<file path="config.mk">
export PLATFORM = sky130hd
export DESIGN_NAME = fetch_pipe
export DESIGN_NICKNAME = d
export VERILOG_FILES = /design/src/rtl/proc_pkg.sv /design/src/rtl/fetch_pipe_branch_resolve.sv /design/src/rtl/fetch_pipe.sv
export SDC_FILE = /design/constraint.sdc
export NUM_CORES = 1
export LEC_CHECK = 0
export BUFFER_PORTS_ARGS = -buffer_cell sky130_fd_sc_hd__buf_2
export CAP_MARGIN = 20
export CORE_UTILIZATION = 45
export CTS_BUF_LIST = sky130_fd_sc_hd__clkbuf_16
export DETAILED_ROUTE_END_ITERATION = 10
export GPL_TIMING_DRIVEN = 1
export PLACE_DENSITY_LB_ADDON = 0.08
export SYNTH_ARGS = -nofsm -noshare
export SYNTH_HDL_FRONTEND = slang
export SYNTH_SLANG_ARGS = --single-unit
</file>
<file path="constraint.sdc">
create_clock -name clock -period 2.65 [get_ports clock]
set_clock_uncertainty 0.15 [all_clocks]
set_input_delay 0.1325 -clock clock [delete_from_list [all_inputs] [get_ports clock]]
set_output_delay 0.1325 -clock clock [all_outputs]
set_load 0.02 [all_outputs]
</file>
<file path="src/rtl/proc_pkg.sv">
// Shared processor constants: datapath widths, the bubble instruction and branch opcodes.
package proc_pkg;

    localparam int DATA_W = 8;
    localparam int ADDR_W = 8;
    localparam int CNT_W  = 16;

    localparam logic [7:0] NOP_INSN = 8'h0A;

    localparam logic [3:0] OP_BZ   = 4'b0101;
    localparam logic [3:0] OP_BNZ  = 4'b1001;
    localparam logic [3:0] OP_BPZ  = 4'b1101;
    localparam logic [3:0] OP_STOP = 4'b1111;

endpackage

</file>
<file path="src/rtl/fetch_pipe_branch_resolve.sv">
// Combinational branch decision for the instruction in IR3 and selection of the next PC.
module branch_resolve
    import proc_pkg::*;
#(
    parameter int DATA_W = proc_pkg::DATA_W,
    parameter int ADDR_W = proc_pkg::ADDR_W
) (
    input  logic [DATA_W-1:0] ir3,
    input  logic [ADDR_W-1:0] pc3,
    input  logic [ADDR_W-1:0] pc,
    input  logic              N,
    input  logic              Z,
    output logic              br_taken,
    output logic [ADDR_W-1:0] pc_next
);

    logic [ADDR_W-1:0] offset;

    // Unknown or non-branch opcodes fall to the default arm and never redirect.
    always_comb begin
        br_taken = 1'b0;
        case (ir3[3:0])
            OP_BZ:   br_taken = Z;
            OP_BNZ:  br_taken = ~Z;
            OP_BPZ:  br_taken = ~N;
            default: br_taken = 1'b0;
        endcase
    end

    always_comb begin
        offset  = {{(ADDR_W-4){ir3[7]}}, ir3[7:4]};
        pc_next = br_taken ? (pc3 + ADDR_W'(1) + offset) : (pc + ADDR_W'(1));
    end

endmodule

</file>
<file path="src/rtl/fetch_pipe.sv">
// Fetch datapath: PC register, IR1..IR4 / PC1..PC3 pipeline shift registers with bubble
// injection, branch redirect from IR3 and a saturating active-cycle counter.
module fetch_pipe
    import proc_pkg::*;
#(
    parameter int              DATA_W   = proc_pkg::DATA_W,
    parameter int              ADDR_W   = proc_pkg::ADDR_W,
    parameter logic [DATA_W-1:0] NOP_INSN = proc_pkg::NOP_INSN,
    parameter int              CNT_W    = proc_pkg::CNT_W
) (
    input  logic              clock,
    input  logic              reset,
    input  logic              PCWrite,
    input  logic              PC1_Load,
    input  logic              PC2_Load,
    input  logic              PC3_Load,
    input  logic              IR_1_Load,
    input  logic              IR_2_Load,
    input  logic              IR_3_Load,
    input  logic              IR_4_Load,
    input  logic              IR1Sel,
    input  logic              CounterOn,
    input  logic              N,
    input  logic              Z,
    input  logic [DATA_W-1:0] imem_rdata,
    output logic [ADDR_W-1:0] imem_addr,
    output logic [3:0]        instr,
    output logic [DATA_W-1:0] ir1,
    output logic [DATA_W-1:0] ir2,
    output logic [DATA_W-1:0] ir3,
    output logic [DATA_W-1:0] ir4,
    output logic [ADDR_W-1:0] pc1,
    output logic [ADDR_W-1:0] pc2,
    output logic [ADDR_W-1:0] pc3,
    output logic              br_taken,
    output logic [CNT_W-1:0]  cycle_cnt
);

    logic [ADDR_W-1:0] pc_q,  pc_d;
    logic [ADDR_W-1:0] pc1_q, pc1_d, pc2_q, pc2_d, pc3_q, pc3_d;
    logic [DATA_W-1:0] ir1_q, ir1_d, ir2_q, ir2_d, ir3_q, ir3_d, ir4_q, ir4_d;
    logic [CNT_W-1:0]  cnt_q, cnt_d;
    logic [ADDR_W-1:0] pc_next;

    branch_resolve #(
        .DATA_W(DATA_W),
        .ADDR_W(ADDR_W)
    ) u_branch_resolve (
        .ir3     (ir3_q),
        .pc3     (pc3_q),
        .pc      (pc_q),
        .N       (N),
        .Z       (Z),
        .br_taken(br_taken),
        .pc_next (pc_next)
    );

    // Every stage reads pre-edge _q values, so a full load is a true shift.
    always_comb begin
        pc_d  = PCWrite   ? pc_next : pc_q;
        pc1_d = PC1_Load  ? pc_q    : pc1_q;
        pc2_d = PC2_Load  ? pc1_q   : pc2_q;
        pc3_d = PC3_Load  ? pc2_q   : pc3_q;
        ir1_d = IR_1_Load ? (IR1Sel ? imem_rdata : NOP_INSN) : ir1_q;
        ir2_d = IR_2_Load ? ir1_q   : ir2_q;
        ir3_d = IR_3_Load ? ir2_q   : ir3_q;
        ir4_d = IR_4_Load ? ir3_q   : ir4_q;
        cnt_d = (CounterOn && (cnt_q != {CNT_W{1'b1}})) ? (cnt_q + CNT_W'(1)) : cnt_q;
    end

    always_ff @(posedge clock or posedge reset) begin
        if (reset) begin
            pc_q  <= '0;
            pc1_q <= '0;
            pc2_q <= '0;
            pc3_q <= '0;
            ir1_q <= NOP_INSN;
            ir2_q <= NOP_INSN;
            ir3_q <= NOP_INSN;
            ir4_q <= NOP_INSN;
            cnt_q <= '0;
        end else begin
            pc_q  <= pc_d;
            pc1_q <= pc1_d;
            pc2_q <= pc2_d;
            pc3_q <= pc3_d;
            ir1_q <= ir1_d;
            ir2_q <= ir2_d;
            ir3_q <= ir3_d;
            ir4_q <= ir4_d;
            cnt_q <= cnt_d;
        end
    end

    assign imem_addr = pc_q;
    assign instr     = ir1_q[3:0];
    assign ir1       = ir1_q;
    assign ir2       = ir2_q;
    assign ir3       = ir3_q;
    assign ir4       = ir4_q;
    assign pc1       = pc1_q;
    assign pc2       = pc2_q;
    assign pc3       = pc3_q;
    assign cycle_cnt = cnt_q;

endmodule

</file>
==> results of run 1 <==
[flip-flops by register name (all words and copies together), names as in the netlist]
| signal | count |
|---|---|
| cycle_cnt | 16 |
| imem_addr | 8 |
| ir1 | 8 |
| ir2 | 8 |
| ir3 | 8 |
| ir4 | 8 |
| pc1 | 8 |
| pc2 | 8 |
| pc3 | 8 |
[routing by layer]
metal  global-route usage  routed length, microns
met5                    0                       0
met1                0.261                    3630
met3               0.0464                     387
met4               0.0664                      80
met2                0.326                    3850
[worst min path at each step]
stage / start / to / slack (ns) / cells past startpoint
floorplan: imem_rdata[0] / ir1[0] / 0.1 / 2
global placement: reset / cycle_cnt[4] / 0.09 / 2
detailed placement: reset / cycle_cnt[6] / 0.09 / 2
CTS: IR_3_Load / ir3[0] / 0.02 / 2
global route: PCWrite / imem_addr[1] / 0.04 / 3
finish: IR_3_Load / ir3[0] / 0.02 / 2
[area by class of cell]
type	instances	area share
timing repair buffer	125	0.154
clock inverter	7	0.0174
multi-input combinational	191	0.314
sequential	80	0.424
inverter	20	0.0161
tap	102	0.0269
clock buffer	9	0.0475
[where the power goes]
| group | total [uW] | switching (uW) | internal, uW |
|---|---|---|---|
| combinational | 1580 | 902 | 682 |
| clock | 1270 | 456 | 811 |
| sequential | 1850 | 315 | 1540 |
[per-stage QoR]
| stage | setup slack (ns) | hold WS, ns |
|---|---|---|
| CTS | 0.340 | 0.0215 |
| finish | 0.336 | 0.0179 |
| global route | 0.258 | 0.0419 |
| detailed placement | 0.537 | 0.0930 |
| floorplan | 0.329 | 0.0993 |
| global placement | 0.591 | 0.0937 |
[logic make-up after synthesis]
| family | after synthesis | share of synthesized area |
|---|---|---|
| AND/OR/NAND/NOR | 69 | 0.0965 |
| multiplexers | 47 | 0.145 |
| XOR/XNOR | 19 | 0.0455 |
| buffers and inverters | 34 | 0.0414 |
| AO/OA/AOI/OAI | 46 | 0.0846 |
| flip-flops | 80 | 0.550 |
| adder cells (fa/ha/maj) | 10 | 0.0363 |
[placed cells by master, fill, tap and decap left out, types with 2 or more instances in the layout]
cell type / n
nand3_1: 16
mux2i_1: 2
o221ai_1: 4
mux2_2: 44
buf_2: 106
clkbuf_16: 9
nand4_1: 4
bufinv_16: 2
nor3_1: 3
o21ai_1: 4
dfstp_2: 8
xor2_1: 7
nor4_1: 5
nand2b_1: 3
o22a_1: 2
a211oi_1: 2
dfrtp_1: 72
a31oi_1: 3
o22ai_1: 2
or2_2: 2
nor2_1: 11
dlygate4sd3_1: 18
xnor2_1: 12
inv_1: 22
and3_1: 6
o21ai_0: 13
a21oi_1: 8
nand2_1: 14
ha_1: 9
[repair_timing]
action,in CTS,in global routing
resized for setup,0,0
hold buffers,18,0
hold endpoints to repair,45,0
==> run metrics, run 1 <==
final instance count without filler cells 534; largest net degree at the start of global routing 45; worst setup path startpoint ir3[2]; period utilization 0.873; distinct cell type count after synthesis 45; final setup vio count 0; design area 4750 sq um; initial antenna violation count 0; Leak Pwr between 0.002 and 0.0025 uW; Mean Syn Cell Area approximately 12 sq um; core area around 8000 sq um; antenna viol nets, final 0; drt pass-1 iters 4; die width just over 90 microns; pwr/cell area 991 nW/um^2; reg-to-reg startpoint ir3[2]; number of global-route vias before repair 2687; multi-input combinational cell area 1490 sq um; placement-stage cell area 4260 sq um; setup_tns 0 ns; die span in y 92.1 microns; share of flip-flops with an asynchronous set or reset 1.00; FILL cells 665; worst r2r dst imem_addr[5]; initial drt markers 58; vias per cell 5.10; FP Rows 32; nature of the critical path startpoint flop; DR DRC count 0; Syn Inst Count 305; ANT cells 0; PortBufs ~110; GP Congestion 0.788; Critical Path RT 2.37 ns; max frequency 0.432 GHz; reg2reg setup slack a little under 0.5 ns; hold violation count in the final report 0; total power ~4700 uW; max-cap violation count 0; Largest delay share family, worst path compound AO/OA/AOI/OAI gates; R2R depth 6; register area ~2000 sq um; GRT Util Overall 0.200; CP Cell Sequence mux2_4, a2111o_1, inv_2, buf_2; final wirelength 7.96 mm; fin nets 459; CP bufs+invs 2; clock root buffer clkbuf_16; Finished Core Util 0.608; number of synthesized flops with an enable pin 0; Worst Setup Path Type flop to output pin; IO Count 107; Post CTS Setup Buffer Count 0; initial core utilization 0.468; Tmin final 2.31 ns; clk_lat worst skew 0.33 ns; Area Growth Syn to Fin 29.9%; Crit. End Element output pin; Synth area leader dfrtp_1; dpl hpwl 5.67 mm; clock-pin slew on the worst setup and hold paths 0.06 ns; Yosys reg bits 80; top cells by area, synth dfrtp_1, mux2_2, dfstp_2; # clock sinks 80; vias 2724; Worst Setup EP br_taken; Critical Path Stages 4; Slew Viols, Final 0; TritonCTS clock tree done; CP Max Fanout 11; top_reg_cell synth dfrtp_1; WL/cell 14.9 microns; post-synth top area share 0.493; status complete, no violations; slowest cell on the critical path a2111o_1; Cell Area, Synth 3650 sq um; global-route wire length before repair 13.3 mm; Post-Syn Nets 337; worst-case clock buffer depth 2; RSZ-0062 raised after global routing false; most frequent cells after synthesis dfrtp_1, mux2_2, inv_1, nand3_1, nand2_1; H-Tree Depth 3; Worst Hold Class primary input to flop; Max-slew headroom 0.563; Slew @ Worst Pin approximately 0.65 ns; top-count cell post-synth dfrtp_1; max incr delay on CP roughly 0.57 ns; fraction of layout cells with a size suffix above 1 0.412; sequential fraction of the synthesis area 0.550; worst vdd ir ~0.48 mV; die area 8490 sq um; Warnings, synthesis 0; global route overflow 0; CP arrival 2.03 ns; CTS Buf Count 9; Placed Cells 500
Power figures use the tool's default switching activity.
==> inputs of run 2 (changes only) <==
CORE_UTILIZATION = 52   (was 45)
==> run 2 against run 1 <==
Effect of this change:
- hold slack improved by 0.0019 ns
- sequential power barely moved
- power fell by 1.8%
- cell count fell by 1.1%
- die area fell by 13%
- combinational power barely moved
- first-iteration DRC count rose by 24%
- fmax fell by 0.23%
- sequential share of layout area rose by 0.28 points
- non-clock buffer count did not move
- largest cell class unchanged
- highest routed layer unchanged
==> run metrics, run 2 (same netlist as run 1, synthesis figures left out) <==
clk_lat worst skew 0.33 ns (about the same); final wirelength 7.95 mm (was 7.96 mm); hold violation count in the final report 0 (unchanged); Post CTS Setup Buffer Count 0 (unchanged); CTS Buf Count 9 (unchanged); die width 85.8 microns (was 92.1 microns); Slew @ Worst Pin 0.674 ns (was 0.655 ns); most common cell after layout, fill and taps aside buf_2 (unchanged); PortBufs 106 (unchanged); max FFs per register 16 (unchanged); max-cap violation count 0 (unchanged); worst vdd ir 0.444 mV (was 0.479 mV); Internal 2940 uW (was 3030 uW); antenna viol nets, final 0 (unchanged); met3 wire length 317 microns (was 387 microns); met2 wire len 3.99 mm (was 3.85 mm); Crit. End Element output pin (unchanged); Leak Pwr 0.00224 uW (was 0.00225 uW); dpl hpwl 5.53 mm (was 5.67 mm); Post-CTS Resized 0 (unchanged); final hold slack 0.0197 ns (was 0.0179 ns); register share of total power 0.401 (was 0.394); max frequency 0.431 GHz (was 0.432 GHz); IO Count 107 (unchanged); worst-case clock buffer depth 2 (unchanged); number of global-route vias before repair 2742 (was 2687); vias 2756 (was 2724); WL/cell 15.0 microns (was 14.9 microns); initial drt markers 72 (was 58); fraction of layout cells with a size suffix above 1 0.414 (was 0.412); Worst Hold Class primary input to flop (unchanged); H-Tree Depth 3 (unchanged); Comb power frac 0.345 (was 0.337); Area Growth Syn to Fin 29.0% (was 29.9%); Top Layer Used met4 (unchanged); initial antenna violation count 0 (unchanged); reg2reg setup slack 0.48 ns (was 0.49 ns); largest net degree at the start of global routing 43 (was 45); global-route wire length before repair 13.2 mm (was 13.3 mm); DR DRC count 0 (unchanged); GRT Util Overall 0.231 (was 0.200); status complete, no violations (unchanged); clock root buffer clkbuf_16 (unchanged); pwr/cell area 979 nW/um^2 (was 991 nW/um^2); die span in y 85.8 microns (was 92.1 microns); CP Max Fanout 11 (unchanged); DRT met1 WL 3.54 mm (was 3.63 mm); initial core utilization 0.538 (was 0.468); TritonCTS clock tree done (unchanged); fin nets 459 (unchanged); CP arrival 2.04 ns (was 2.03 ns); Psw 1680 uW (was 1670 uW); drt pass-1 iters 4 (unchanged); RSZ-0062 raised after global routing false (unchanged); Tmin final 2.32 ns (was 2.31 ns); GP Congestion 0.817 (was 0.788); vias per cell 5.22 (was 5.10); core area 6790 sq um (was 7810 sq um); ANT cells 0 (unchanged); Max-slew headroom 0.550 (was 0.563); Worst Setup Path Type flop to output pin (unchanged); global route overflow 0 (unchanged); Critical Path RT 2.37 ns (about the same); final setup vio count 0 (unchanged); Clk pwr share 0.254 (was 0.269); nature of the critical path startpoint flop (unchanged); most frequent cells in the layout buf_2, dfrtp_1, mux2_2 (unchanged); die area 7370 sq um (was 8490 sq um); clock-pin slew on the worst setup and hold paths 0.06 ns (about the same); period utilization 0.875 (was 0.873); Finished Core Util 0.694 (was 0.608); Sw Share 0.364 (was 0.356); # clock sinks 80 (unchanged); total power 4620 uW (was 4700 uW); Slew Viols, Final 0 (unchanged); setup_tns 0 ns (unchanged); FP Rows 30 (was 32)
## run 2: cell types whose count changed in the layout (fill, tap and decap cells not counted), sizes merged
cell	delta
inv	-1
bufinv	-1
clkinv	+2
## run 2: through the flow
stage | instance area [sq um] | worst slack, ns | instances
detailed placement | 4250 | 0.511 | 494
global placement | 4250 | 0.605 | 494
global route | 4710 | 0.262 | 528
CTS | 4710 | 0.337 | 528
floorplan | 3650 | 0.329 | 305
finish | 4710 | 0.331 | 528
## run 2: final timing paths
path	start	end	depth (start not counted)
hold / removal	IR_3_Load	ir3[4]	2
setup reg to reg	ir3[2]	imem_addr[7]	6
min in group asynchronous	reset	cycle_cnt[9]	3
max in group asynchronous	reset	ir4[1]	4
hold reg to reg	pc2[1]	pc3[1]	2
setup / recovery	ir3[2]	br_taken	4
## run 2: routing by layer
| layer | up-vias | track usage |
|---|---|---|
| li1 | 1319 | - |
| met1 | 1353 | 0.299 |
| met2 | 76 | 0.388 |
| met3 | 8 | 0.0452 |
| met4 | 0 | 0.0864 |
| met5 | - | 0 |
## run 2: layout make-up
cell class                      count  area (sq um)
Inverter                           20          76.3
Sequential cell                    80          2010
Multi-Input combinational cell    191          1490
Clock inverter                      7          58.8
Clock buffer                        9           225
Tap cell                           96           120
Timing Repair Buffer              125           731
Fill cell                         508          2080
## run 2: repair_timing
action / in CTS / in global routing
hold buffers: 18 / 0
setup endpoints to repair: 0 / 0
endpoints found under the hold margin: 47 / 0
## run 2: power by group through the flow
| stage | Clock [uW] | Combinational (uW) | Sequential, uW |
|---|---|---|---|
| after floorplan | 0 | 728 | 2180 |
| after global placement | 0 | 1540 | 1860 |
| after detailed placement | 0 | 1560 | 1870 |
| after CTS | 1200 | 1600 | 1850 |
| after global routing | 1240 | 1740 | 1900 |
| final | 1170 | 1590 | 1850 |
## run 2: critical path, cell delays in order (launching register included)
cell and delay, ns:
dfrtp_1 0.42, mux2_4 0.29, a2111o_1 0.56, inv_2 0.23, buf_2 0.21
==> inputs of run 3 (changes only) <==
GPL_TIMING_DRIVEN = 0   (was 1)
==> run 3 against run 2 <==
Effect of this change:
- sequential share of layout area rose by 0.068 points
- largest cell class unchanged
- critical path type unchanged
- fmax increased by 0.27%
- setup slack gained 0.0061 ns
- power is 1.1% lower
- flip-flop and latch count unchanged
- global-route usage shrank 0.18 points
- hold slack improved by 0.026 ns
==> run metrics, run 3 (same netlist as run 1, synthesis figures left out) <==
status complete, no violations (unchanged); die width 85.8 microns (unchanged); Slew Viols, Final 0 (unchanged); Area Growth Syn to Fin 28.8% (was 29.0%); Comb power frac 0.349 (was 0.345); fraction of layout cells with a size suffix above 1 0.418 (was 0.414); clk_lat worst skew 0.33 ns (about the same); IO Count 107 (unchanged); final setup vio count 0 (unchanged); global-route wire length before repair 13.0 mm (was 13.2 mm); Worst Hold Class primary input to flop (unchanged); die area 7370 sq um (unchanged); register share of total power 0.404 (was 0.401); antenna viol nets, final 0 (unchanged); largest net degree at the start of global routing 71 (was 43); nature of the critical path startpoint flop (unchanged); max-cap violation count 0 (unchanged); initial core utilization 0.538 (unchanged); RSZ-0062 raised after global routing false (unchanged); # clock sinks 80 (unchanged); CTS Buf Count 9 (unchanged); Worst Setup Path Type flop to output pin (unchanged); CP arrival 2.03 ns (was 2.04 ns); period utilization 0.873 (was 0.875); ANT cells 0 (unchanged); worst-case clock buffer depth 2 (unchanged); GP Congestion 0.792 (was 0.817); post-place setup slack 0.518 ns (was 0.511 ns); H-Tree Depth 3 (unchanged); global route overflow 0 (unchanged); initial antenna violation count 0 (unchanged); WL/cell 14.8 microns (was 15.0 microns); CP Max Fanout 10 (was 11); Sw Share 0.374 (was 0.364); number of global-route vias before repair 2773 (was 2742); total power 4560 uW (was 4620 uW); Crit. End Element output pin (unchanged); final wirelength 7.85 mm (was 7.95 mm); fin nets 462 (was 459); max frequency 0.432 GHz (was 0.431 GHz); DR DRC count 0 (unchanged); final hold slack 0.0455 ns (was 0.0197 ns); most common cell after layout, fill and taps aside buf_2 (unchanged); FP Rows 30 (unchanged); clock-pin slew on the worst setup and hold paths 0.06 ns (about the same); Internal 2850 uW (was 2940 uW); Critical Path RT 2.37 ns (about the same); Slew @ Worst Pin 0.603 ns (was 0.674 ns); core area 6790 sq um (unchanged); Finished Core Util 0.693 (was 0.694); TritonCTS clock tree done (unchanged); worst vdd ir 0.514 mV (was 0.444 mV); pwr/cell area 969 nW/um^2 (was 979 nW/um^2); die span in y 85.8 microns (unchanged); Tmin final 2.31 ns (was 2.32 ns); PortBufs 100 (was 106); dpl hpwl 5.59 mm (was 5.53 mm); GRT Util Overall 0.229 (was 0.231); Max-slew headroom 0.598 (was 0.550); most frequent cells in the layout buf_2, dfrtp_1, mux2_2 (unchanged); initial drt markers 97 (was 72); vias per cell 5.20 (was 5.22); max FFs per register 16 (unchanged); clock root buffer clkbuf_16 (unchanged); Post CTS Setup Buffer Count 0 (unchanged); Leak Pwr 0.00222 uW (was 0.00224 uW); vias 2761 (was 2756); hold violation count in the final report 0 (unchanged); Clk pwr share 0.247 (was 0.254); Psw 1710 uW (was 1680 uW); Setup WS post-layout 0.337 ns (was 0.331 ns); setup_tns 0 ns (unchanged); drt pass-1 iters 4 (unchanged)
==> run 3: cell count changes in the layout (fill, tap and decap cells not counted), sizes merged <==
cell | before | now
clkbuf | 9 | 17
dlygate4sd3 | 18 | 13
clkinv | 3 | 6
bufinv | 1 | 0
clkinvlp | 1 | 0
inv | 22 | 21
==> run 3: worst paths after layout <==
kind	slack, ns	cells after the start	start	to
setup / recovery	0.34	5	ir3[2]	br_taken
hold / removal	0.05	2	IR_1_Load	ir1[6]
setup reg to reg	0.48	7	ir3[2]	imem_addr[5]
hold reg to reg	0.35	1	ir4[7]	ir4[7]
max in group asynchronous	1.65	4	reset	ir3[1]
min in group asynchronous	0.11	3	reset	cycle_cnt[6]
==> run 3: per-layer routing <==
| metal | part of all wire | up-vias | global-route usage | wire [microns] |
|---|---|---|---|---|
| met1 | 0.44 | 1347 | 0.283 | 3460 |
| met2 | 0.50 | 71 | 0.391 | 3950 |
| met3 | 0.041 | 10 | 0.0481 | 323 |
| li1 | - | 1333 | - | - |
| met4 | 0.016 | 0 | 0.102 | 125 |
| met5 | 0 | - | 0 | 0 |
==> run 3: through the flow <==
step | instance area, sq um | std cells
after detailed placement | 4310 | 502
final | 4710 | 531
after global placement | 4280 | 501
after floorplan | 3650 | 305
after CTS | 4710 | 531
after global routing | 4710 | 531
==> run 3: final cells by class <==
class / instances / area [sq um]
fill: 516 / 2090
sequential: 80 / 2010
multi-input combinational: 191 / 1490
timing repair buffer: 114 / 658
clock buffer: 9 / 225
tap: 96 / 120
inverter: 20 / 77.6
buffer: 14 / 76.3
clock inverter: 7 / 46.3
==> run 3: power groups by stage <==
stage                     sequential [uW]  clock (uW)  combinational [uW]
final                                1840        1130                1590
after global routing                 1900        1190                1740
after CTS                            1840        1160                1600
after detailed placement             1860           0                1580
after global placement               1850           0                1530
after floorplan                      2180           0                 728
==> run 3: worst max-delay path, stage by stage (launching register included) <==
cell and delay [ns]:
dfrtp_1 0.42, mux2_4 0.28, a2111o_1 0.56, inv_2 0.11, buf_6 0.14, buf_2 0.17
==> run 3: timing repair <==
item	CTS	global route
resized for setup	0	0
hold buffers	13	0
hold endpoints to repair	82	0
